[src/rtl/fp_norm_round_seq.sv]
// rtl/fp_norm_round_seq.sv - FP32 add/sub normalize, round and pack back end
//
// Purpose:
//    Takes the raw result of the mantissa add/sub stage and the common exponent.
//    Normalizes the sum and rounds it per RISC-V frm. Packs an IEEE-754 binary32
//    result together with fflags.
//    Sequencing is IDLE -> NORM -> ROUND -> DONE; a bypassed bundle goes IDLE -> DONE.
// Ports:
//    clk, reset               clock, asynchronous active-high reset
//    in_valid / in_ready      input handshake; in_ready is high only in IDLE
//    sign_res, carry          sign and carry-out of the raw sum
//    mantissa_sum             raw sum, MSB at the hidden-bit position
//    grs                      bits below the sum LSB ([MSB]=guard, rest round/sticky)
//    exp_in                   biased exponent of the larger operand
//    rm                       rounding mode (RNE/RTZ/RDN/RUP/RMM, 5-7 act as RNE)
//    in_bypass, in_bypass_result   pre-resolved special result, forwarded as is
//    out_valid / out_ready    output handshake; result/fflags held until accepted
//    result, fflags           packed binary32 and {NV,DZ,OF,UF,NX}
// Build option:
//    FP_NORM_LZC_EN           NORM uses a one-cycle leading-zero count. Without it,
//                             NORM shifts one bit per cycle. Results are identical.

module fp_norm_round_seq #(
   parameter int EXP_W = 8,
   parameter int MAN_W = 24
) (
   input  logic                   clk,
   input  logic                   reset,
   input  logic                   in_valid,
   output logic                   in_ready,
   input  logic                   sign_res,
   input  logic                   carry,
   input  logic [MAN_W-1:0]       mantissa_sum,
   input  logic [MAN_W-1:0]       grs,
   input  logic [EXP_W-1:0]       exp_in,
   input  logic [2:0]             rm,
   input  logic                   in_bypass,
   input  logic [EXP_W+MAN_W-1:0] in_bypass_result,
   output logic                   out_valid,
   input  logic                   out_ready,
   output logic [EXP_W+MAN_W-1:0] result,
   output logic [4:0]             fflags
);

   localparam int IW = EXP_W + 2;        // signed internal exponent, no wrap
   localparam int FW = 2 * MAN_W;        // {mant, grs}
   localparam int RW = EXP_W + MAN_W;
   localparam logic [EXP_W-1:0] EF_INF  = '1;
   localparam logic [EXP_W-1:0] EF_MAXN = {{(EXP_W-1){1'b1}}, 1'b0};
   localparam logic [IW-1:0]    EXP_ONE = IW'(1);
   localparam logic [IW-1:0]    EXP_MAX = {2'b00, EF_INF};
   localparam logic [2:0] RM_RTZ = 3'd1;
   localparam logic [2:0] RM_RDN = 3'd2;
   localparam logic [2:0] RM_RUP = 3'd3;
   localparam logic [2:0] RM_RMM = 3'd4;

   typedef enum logic [1:0] {S_IDLE, S_NORM, S_ROUND, S_DONE} state_t;

   state_t         state_q, state_d;
   logic           sign_q, sign_d;
   logic [2:0]     rm_q, rm_d;
   logic [FW-1:0]  frac_q, frac_d;
   logic [IW-1:0]  exp_q, exp_d;
   logic [RW-1:0]  result_q, result_d;
   logic [4:0]     fflags_q, fflags_d;

   logic             norm_stop;
   logic [MAN_W-1:0] mant;
   logic             guard, rsticky, inexact, lsb, round_up;
   logic [MAN_W:0]   mant_inc;
   logic [MAN_W-1:0] mant_r;
   logic [IW-1:0]    exp_r, field_r;
   logic             tiny, ovf, inf_sel;

   // Normalization stops at a set hidden bit or at the minimum exponent. Below
   // that minimum the value is subnormal and keeps the fixed exponent-1 scale.
   assign norm_stop = frac_q[FW-1] | ($signed(exp_q) <= $signed(EXP_ONE)) | (frac_q == '0);

`ifdef FP_NORM_LZC_EN
   localparam int LW = $clog2(FW + 1);
   logic [LW-1:0] lzc;
   logic [IW-1:0] shamt;

   always_comb begin
      lzc = LW'(FW);
      for (int i = 0; i < FW; i++) begin
         if (frac_q[i]) lzc = LW'(FW - 1 - i);
      end
      // Only meaningful when norm_stop is low, i.e. exp_q > 1.
      if ({{(IW-LW){1'b0}}, lzc} < (exp_q - EXP_ONE)) shamt = {{(IW-LW){1'b0}}, lzc};
      else                                            shamt = exp_q - EXP_ONE;
   end
`endif

   // Rounding datapath, consumed in ROUND
   always_comb begin
      mant    = frac_q[FW-1:MAN_W];
      guard   = frac_q[MAN_W-1];
      rsticky = |frac_q[MAN_W-2:0];
      inexact = guard | rsticky;
      lsb     = mant[0];
      case (rm_q)
         RM_RTZ:  round_up = 1'b0;
         RM_RDN:  round_up = sign_q & inexact;
         RM_RUP:  round_up = ~sign_q & inexact;
         RM_RMM:  round_up = guard;
         default: round_up = guard & (rsticky | lsb);
      endcase
      mant_inc = {1'b0, mant} + {{MAN_W{1'b0}}, round_up};
      if (mant_inc[MAN_W]) begin
         mant_r = {1'b1, {(MAN_W-1){1'b0}}};
         exp_r  = exp_q + EXP_ONE;
      end else begin
         mant_r = mant_inc[MAN_W-1:0];
         exp_r  = exp_q;
      end
      // A subnormal that rounds into the hidden bit picks up exponent field 1 here.
      field_r = mant_r[MAN_W-1] ? exp_r : '0;
      tiny    = (field_r == '0);
      ovf     = ($signed(field_r) >= $signed(EXP_MAX));
      case (rm_q)
         RM_RTZ:  inf_sel = 1'b0;
         RM_RDN:  inf_sel = sign_q;
         RM_RUP:  inf_sel = ~sign_q;
         default: inf_sel = 1'b1;
      endcase
   end

   always_comb begin
      state_d  = state_q;
      sign_d   = sign_q;
      rm_d     = rm_q;
      frac_d   = frac_q;
      exp_d    = exp_q;
      result_d = result_q;
      fflags_d = fflags_q;
      case (state_q)
         S_IDLE: begin
            if (in_valid) begin
               sign_d = sign_res;
               rm_d   = rm;
               if (in_bypass) begin
                  result_d = in_bypass_result;
                  fflags_d = '0;
                  state_d  = S_DONE;
               end else begin
                  if (carry) begin
                     // Right shift by one; the dropped bit folds into sticky.
                     frac_d = {1'b1, mantissa_sum, grs[MAN_W-1:2], grs[1] | grs[0]};
                     exp_d  = {2'b00, exp_in} + EXP_ONE;
                  end else begin
                     frac_d = {mantissa_sum, grs};
                     exp_d  = {2'b00, exp_in};
                  end
                  state_d = S_NORM;
               end
            end
         end
         S_NORM: begin
`ifdef FP_NORM_LZC_EN
            if (!norm_stop) begin
               frac_d = frac_q << shamt;
               exp_d  = exp_q - shamt;
            end
            state_d = S_ROUND;
`else
            if (norm_stop) begin
               state_d = S_ROUND;
            end else begin
               frac_d = frac_q << 1;
               exp_d  = exp_q - EXP_ONE;
            end
`endif
         end
         S_ROUND: begin
            if (frac_q == '0) begin
               result_d = {(rm_q == RM_RDN), {(RW-1){1'b0}}};
               fflags_d = '0;
            end else if (ovf) begin
               result_d = inf_sel ? {sign_q, EF_INF, {(MAN_W-1){1'b0}}}
                                  : {sign_q, EF_MAXN, {(MAN_W-1){1'b1}}};
               fflags_d = 5'b00101;
            end else begin
               result_d = {sign_q, field_r[EXP_W-1:0], mant_r[MAN_W-2:0]};
               fflags_d = {3'b000, tiny & inexact, inexact};
            end
            state_d = S_DONE;
         end
         S_DONE: begin
            if (out_ready) state_d = S_IDLE;
         end
         default: state_d = S_IDLE;
      endcase
   end

   always_ff @(posedge clk or posedge reset) begin
      if (reset) begin
         state_q  <= S_IDLE;
         sign_q   <= 1'b0;
         rm_q     <= '0;
         frac_q   <= '0;
         exp_q    <= '0;
         result_q <= '0;
         fflags_q <= '0;
      end else begin
         state_q  <= state_d;
         sign_q   <= sign_d;
         rm_q     <= rm_d;
         frac_q   <= frac_d;
         exp_q    <= exp_d;
         result_q <= result_d;
         fflags_q <= fflags_d;
      end
   end

   assign in_ready  = (state_q == S_IDLE);
   assign out_valid = (state_q == S_DONE);
   assign result    = result_q;
   assign fflags    = fflags_q;

endmodule

[config.mk]
export PLATFORM = sky130hd
export DESIGN_NAME = fp_norm_round_seq
export DESIGN_NICKNAME = d
export VERILOG_FILES = /design/src/rtl/fp_norm_round_seq.sv
export SDC_FILE = /design/constraint.sdc
export NUM_CORES = 1
export LEC_CHECK = 0
export CAP_MARGIN = 15
export CORE_ASPECT_RATIO = 1.5
export CORE_MARGIN = 2
export CORE_UTILIZATION = 44
export CTS_CLUSTER_DIAMETER = 40
export DETAILED_ROUTE_END_ITERATION = 10
export PLACE_DENSITY = 0.77
export SLEW_MARGIN = 20
export SYNTH_ARGS = -nofsm -noshare
export SYNTH_HDL_FRONTEND = slang
export SYNTH_SLANG_ARGS = --single-unit
[constraint.sdc]
create_clock -name clk -period 6.7 [get_ports clk]
set_clock_uncertainty 0.15 [all_clocks]
set_input_delay 1.005 -clock clk [delete_from_list [all_inputs] [get_ports clk]]
set_output_delay 1.005 -clock clk [all_outputs]
set_load 0.1 [all_outputs]
# Word level (Yosys, flattened, before mapping)
# Cells that the tools add are included.
word_totals:
  memories: 0
  mem_bits_rw: 0
  mem_bits_ro: 0
  latch_bits: 0
  regBits: 101
  out_inout_bits: 39
op_classes:
  n_mux: 31
  div: 0
  n_shift: 0
  bitwise: 10
  n_reduce_logical: 10
  add_sub_neg: 4
  n_mul: 0
  eq_ne: 13
  n_lt_le_gt_ge: 2
op_table:
  columns: ["operator", "count"]
  rows:
  - ["48-bit two-way mux", 4]
  - ["32-bit two-way mux", 3]
  - ["48-bit one-hot mux with 2 select lines", 1]
  - ["32-bit one-hot mux with 2 select lines", 1]
  - ["10-bit two-way mux", 5]
  - ["48-bit zero test", 1]
  - ["24-bit two-way mux", 2]
  - ["31-bit two-way mux", 1]
  - ["24-bit by 1-bit adder with 25-bit output", 1]
  - ["23-bit OR reduction", 1]
  - ["10-bit one-hot mux with 2 select lines", 1]
  - ["10-bit by 1-bit adder with 10-bit output, second input constant", 1]
  - ["10-bit by 9-bit greater-or-equal comparator with 1-bit output, second input constant", 1]
  - ["10-bit by 2-bit less-or-equal comparator with 1-bit output, second input constant", 1]
  - ["10-bit zero test", 1]
  - ["5-bit two-way mux", 2]
  - ["5-bit one-hot mux with 2 select lines", 1]
  - ["10-bit by 1-bit subtractor with 10-bit output, second input constant", 1]
  - ["8-bit by 1-bit adder with 9-bit output, second input constant", 1]
  - ["9-bit two-way mux", 1]
  - ["2-bit two-way mux", 4]
  - ["2-bit inequality test, second input constant", 4]
  - ["2-bit one-hot mux with 4 select lines", 1]
  - ["3-bit by 2-bit == test with 1-bit output, second input constant", 2]
  - ["other kinds (16)", 28]

# Depth between registers and ports, before layout
depth:
  ltp_word: 12
  ltp_mapped: 17
  mapped_depth_nobuf: 14

# Least setup slack after synthesis
# OpenSTA, ideal clock, no wires.
synth_path:
  path_type: "register to register"
  startpoint: "register frac_q[10]"
  endpoint: "register result_q[12] (netlist: result[12])"
  n_path_buf: 3
  path_stages_with_launch: 18
  synth_period_minus_slack_ns: 3.964
  t_arrival_ns: 3.690
  setup_ns: 0.124
  slack_ns: 2.736
  cell_sequence: "dfrtp_1 > nor4_1 > nand4_1 > o41ai_1 > a21oi_1 > ha_1 > ha_1 > and4_1 > buf_2 > and4_1 > nand2b_4 > mux2_4 > o41ai_4 > a31o_1 > buf_6 > buf_8 > a21oi_2 > a211o_1"
synth_via:
  elab_chain_len: 11
  elab_cells_between_ends: 16
  classes_between: "add/sub (1); order compare (1); mux (7); bitwise (5); reduce/logical (2)"
synth_rtl:
  columns: ["item", "line_no", "rtl"]
  rows:
  - ["from (decl)", "62", "logic [FW-1:0] frac_q, frac_d;"]
  - ["from (signal assigned)", "209", "frac_q <= frac_d;"]
  - ["23-bit OR reduction", "99", "rsticky = |frac_q[MAN_W-2:0];"]
  - ["1-bit OR, on equally long branches", "107, 100", null]
  - ["1-bit bitwise AND, on equally long branches", "107, 104, 105", null]
  - ["1-bit one-hot mux with 4 select lines", "102", "case (rm_q)"]
  - ["24-bit by 1-bit adder with 25-bit output", "109", "mant_inc = {1'b0, mant} + {{MAN_W{1'b0}}, round_up};"]
  - ["10-bit two-way mux / 24-bit two-way mux (equally long branches)", "110", "if (mant_inc[MAN_W]) begin"]
  - ["10-bit two-way mux", "118", "field_r = mant_r[MAN_W-1] ? exp_r : '0;"]
  - ["10-bit by 9-bit greater-or-equal comparator with 1-bit output", "120", "ovf = ($signed(field_r) >= $signed(EXP_MAX));"]
  - ["31-bit two-way mux", "179", "end else if (ovf) begin"]
  - ["32-bit two-way mux (*)", "176", "if (frac_q == '0) begin"]
  - ["32-bit one-hot mux with 2 select lines (*)", "137", "case (state_q)"]
  - ["to (signal assigned)", "211", "result_q <= result_d;"]
  - ["to (decl)", "64", "logic [RW-1:0] result_q, result_d;"]
# Every way passes the cells marked *; elsewhere a longest branch is shown, timed or not.
# A chain may end at the register's enable or synchronous reset.

# Worst setup path in the final report
layout_path:
  startpoint: "register frac_q[0]"
  endpoint: "register result_q[20] (netlist: result[20])"
# The elaborated chain is that of the path after synthesis.

==> out/metrics.csv <==
metric,value,unit
fin nets,1003,
YS warnings,0,
crit path launch,frac_q[0]$_DFFE_PP0P_,
RSZ-0062 raised after global routing,false,
DR iter-0 viols,290,
Synth top area share,36.6,%
Critical R2R Capture,result[20]$_DFFE_PP0P_,
Final WS setup,2.01,ns
Post-synth EDFFs,0,
WL final,17700,µm
die span in x,105,µm
area of the core,15100,µm²
max-slew violations,0,
Crit Path Class,register to register,
syn_area_per_cell,8.34,µm²
Rows,55,
DIE AREA,16400,µm²
initial antenna violation count,0,
power density over the cells,511,nW/µm²
crit path launch type,register,
Reg area,2480,µm²
most frequent cells in the layout,"clkdlybuf4s50_1 (133), dfrtp_1 (99), a21oi_1 (89), nand2_1 (82), o21ai_0 (79)",
count of final setup violators,0,
reg2reg path depth,14,
CP endpoint kind,register,
worst reg2reg setup slack,2.01,ns
P_leak,3.51,nW
# clock sinks,99,
largest net degree at the start of global routing,121,
share of layout cells above drive strength 1,5.11,%
count of cell types in the netlist,63,
fin crit share,70.0,%
Worst-Margin Slew,0.988,ns
Worst Hold Class,register to register,
Synth Instances,812,
area of the multi-input gates,3920,µm²
end of the critical path,result[20]$_DFFE_PP0P_,
DIE HEIGHT,156,µm
hold_ws,0.337,ns
number of global-route vias before repair,5802,
post-CTS resize count,0,
hpwl dp,13400,µm
Mapped Area,6770,µm²
worst ir drop on vdd,0.000281,V
GPL Wtd Cong,0.922,
Worst R2R Start,frac_q[0]$_DFFE_PP0P_,
fill cell count,1368,
total power,4.30,mW
slew margin rel.,33.9,%
Initial Util,44.9,%
critical path arrival,4.78,ns
Worst-path clk slew,0.07,ns
placed insts,1082,
total congestion overflow,0,
"Cell Count, Final, Fillers Out",1099,
status,"complete, no violations",
post-CTS setup buffers,0,
Yosys top cell by area,dfrtp_1,
"Seq/Total Area, Yosys",36.6,%
CP required,6.79,ns
"Primary FF master, synth",dfrtp_1,
"commonest non-fill, non-tap cell in the layout",clkdlybuf4s50_1,
cts hold-fix bufs,0,
antenna cells,0,
detailed-router iteration count before antenna repair,6,
fraction of registers with async set/reset,100,%
GRT Util Overall,21.3,%
sum of negative setup slack,0,ns
vias,6186,
io pins,137,
Area contributors post-synth,"dfrtp_1 (37%), mux2i_1 (6.9%), a21oi_1 (6.6%)",
Final min period,4.69,ns
Layout area overhead,24.4,%
final hold violation count,0,
hold_sp,fflags[0]$_DFFE_PP0P_,
DRC viols,0,
Max Cap Viol,0,
Avg WL per Cell,16.1,µm
#FFs+latches synth,99,
CP max FO,18,
Post-DRT Antenna Nets,0,
first-pass GRT wire length,28500,µm
Max Clock Freq,213,MHz
CTS Buf Count,9,
H-tree levels,3,
vias per cell,5.63,
CTS max path bufs,2,
DP Worst Slack,2.01,ns
CTS tree,yes,
CTS Root Cell,clkbuf_16,
worst skew pair latency,0.35,ns
IO buf count,134,
-- kinds of logic (layout without fill, tap and decap cells) --
family                   count (synthesis)  after routing  share of synthesized area, %
AND/OR/NAND/NOR                        277            277                          21.2
AO/OA/AOI/OAI                          247            247                          21.9
flip-flops                              99             99                          36.6
buffers and inverters                   90            177                          5.91
multiplexers                            53             53                          8.00
XOR/XNOR                                35             35                          4.53
adder cells (fa/ha/maj)                 10             10                          1.85
other                                    1              2                        0.0554
-- synthesized netlist by cell type (19+ instances only) --
library cell and n:
a21oi_1 89, buf_2 19, clkbuf_1 38, dfrtp_1 99
inv_1 19, mux2i_1 47, nand2_1 82, nor2_1 73
nor3b_1 24, o21ai_0 79, xnor2_1 19
-- power by group --
part	switching [mW]	leakage, nW	total [mW]	internal (mW)
registers	0.364	1.23	1.25	0.888
clock network	0.248	0.128	0.507	0.258
logic	1.74	2.15	2.55	0.810
-- cell type report --
| cell class | count | share of cell area, % |
|---|---|---|
| multi-input cells | 624 | 46.5 |
| well taps | 199 | 2.96 |
| inverters | 19 | 0.876 |
| clock inverters | 7 | 0.728 |
| clock buffers | 9 | 2.67 |
| repair buffers | 142 | 16.8 |
| flip-flops and latches | 99 | 29.4 |
-- stage by stage --
stage | area (µm²) | util (%)
2_1_floorplan | 6770 | -
4_1_cts | 8400 | 55.7
3_5_place_dp | 8110 | 53.8
5_1_grt | 8420 | 55.9
6_report | 8420 | 55.9
3_3_place_gp | 8110 | 53.8
-- layer usage --
| layer | share of wire, % | vias up | GRT usage [%] |
|---|---|---|---|
| li1 | - | 3092 | - |
| met2 | 53 | 169 | 38.4 |
| met4 | 2.0 | 0 | 7.43 |
| met3 | 3.9 | 24 | 2.92 |
| met1 | 41 | 2901 | 25.9 |
| met5 | 0 | - | 0 |
-- worst min-delay path by stage --
stage,endpoint,slack (ns),depth (start not counted)
2_1_floorplan,frac_q[0]$_DFFE_PP0P_,0.32,2
3_3_place_gp,fflags[2]$_DFFE_PP0P_,0.31,2
3_5_place_dp,fflags[0]$_DFFE_PP0P_,0.33,1
4_1_cts,fflags[0]$_DFFE_PP0P_,0.34,1
5_1_grt,fflags[0]$_DFFE_PP0P_,0.35,1
6_report,fflags[0]$_DFFE_PP0P_,0.34,1
-- sequential cells by signal, summed over array words and instances, names as in the netlist --
signal	count
frac_q	48
result	32
exp_q	10
fflags	3
rm_q	3
state_q	2
sign_q	1
-- critical path, cell delays in order, from the launching register on --
cell and delay [ns]:
dfrtp_1 0.39, nor4_1 0.40, nand4_1 0.21, o41ai_1 0.38
a21oi_1 0.13, ha_1 0.25, ha_1 0.25, and4_1 0.29
and4_1 0.28, nand2b_4 0.17, mux2_4 0.33, o41ai_4 0.38
a31o_1 0.59, a21oi_1 0.09, a211o_1 0.30
No activity file was read; power rests on OpenSTA's default activity.
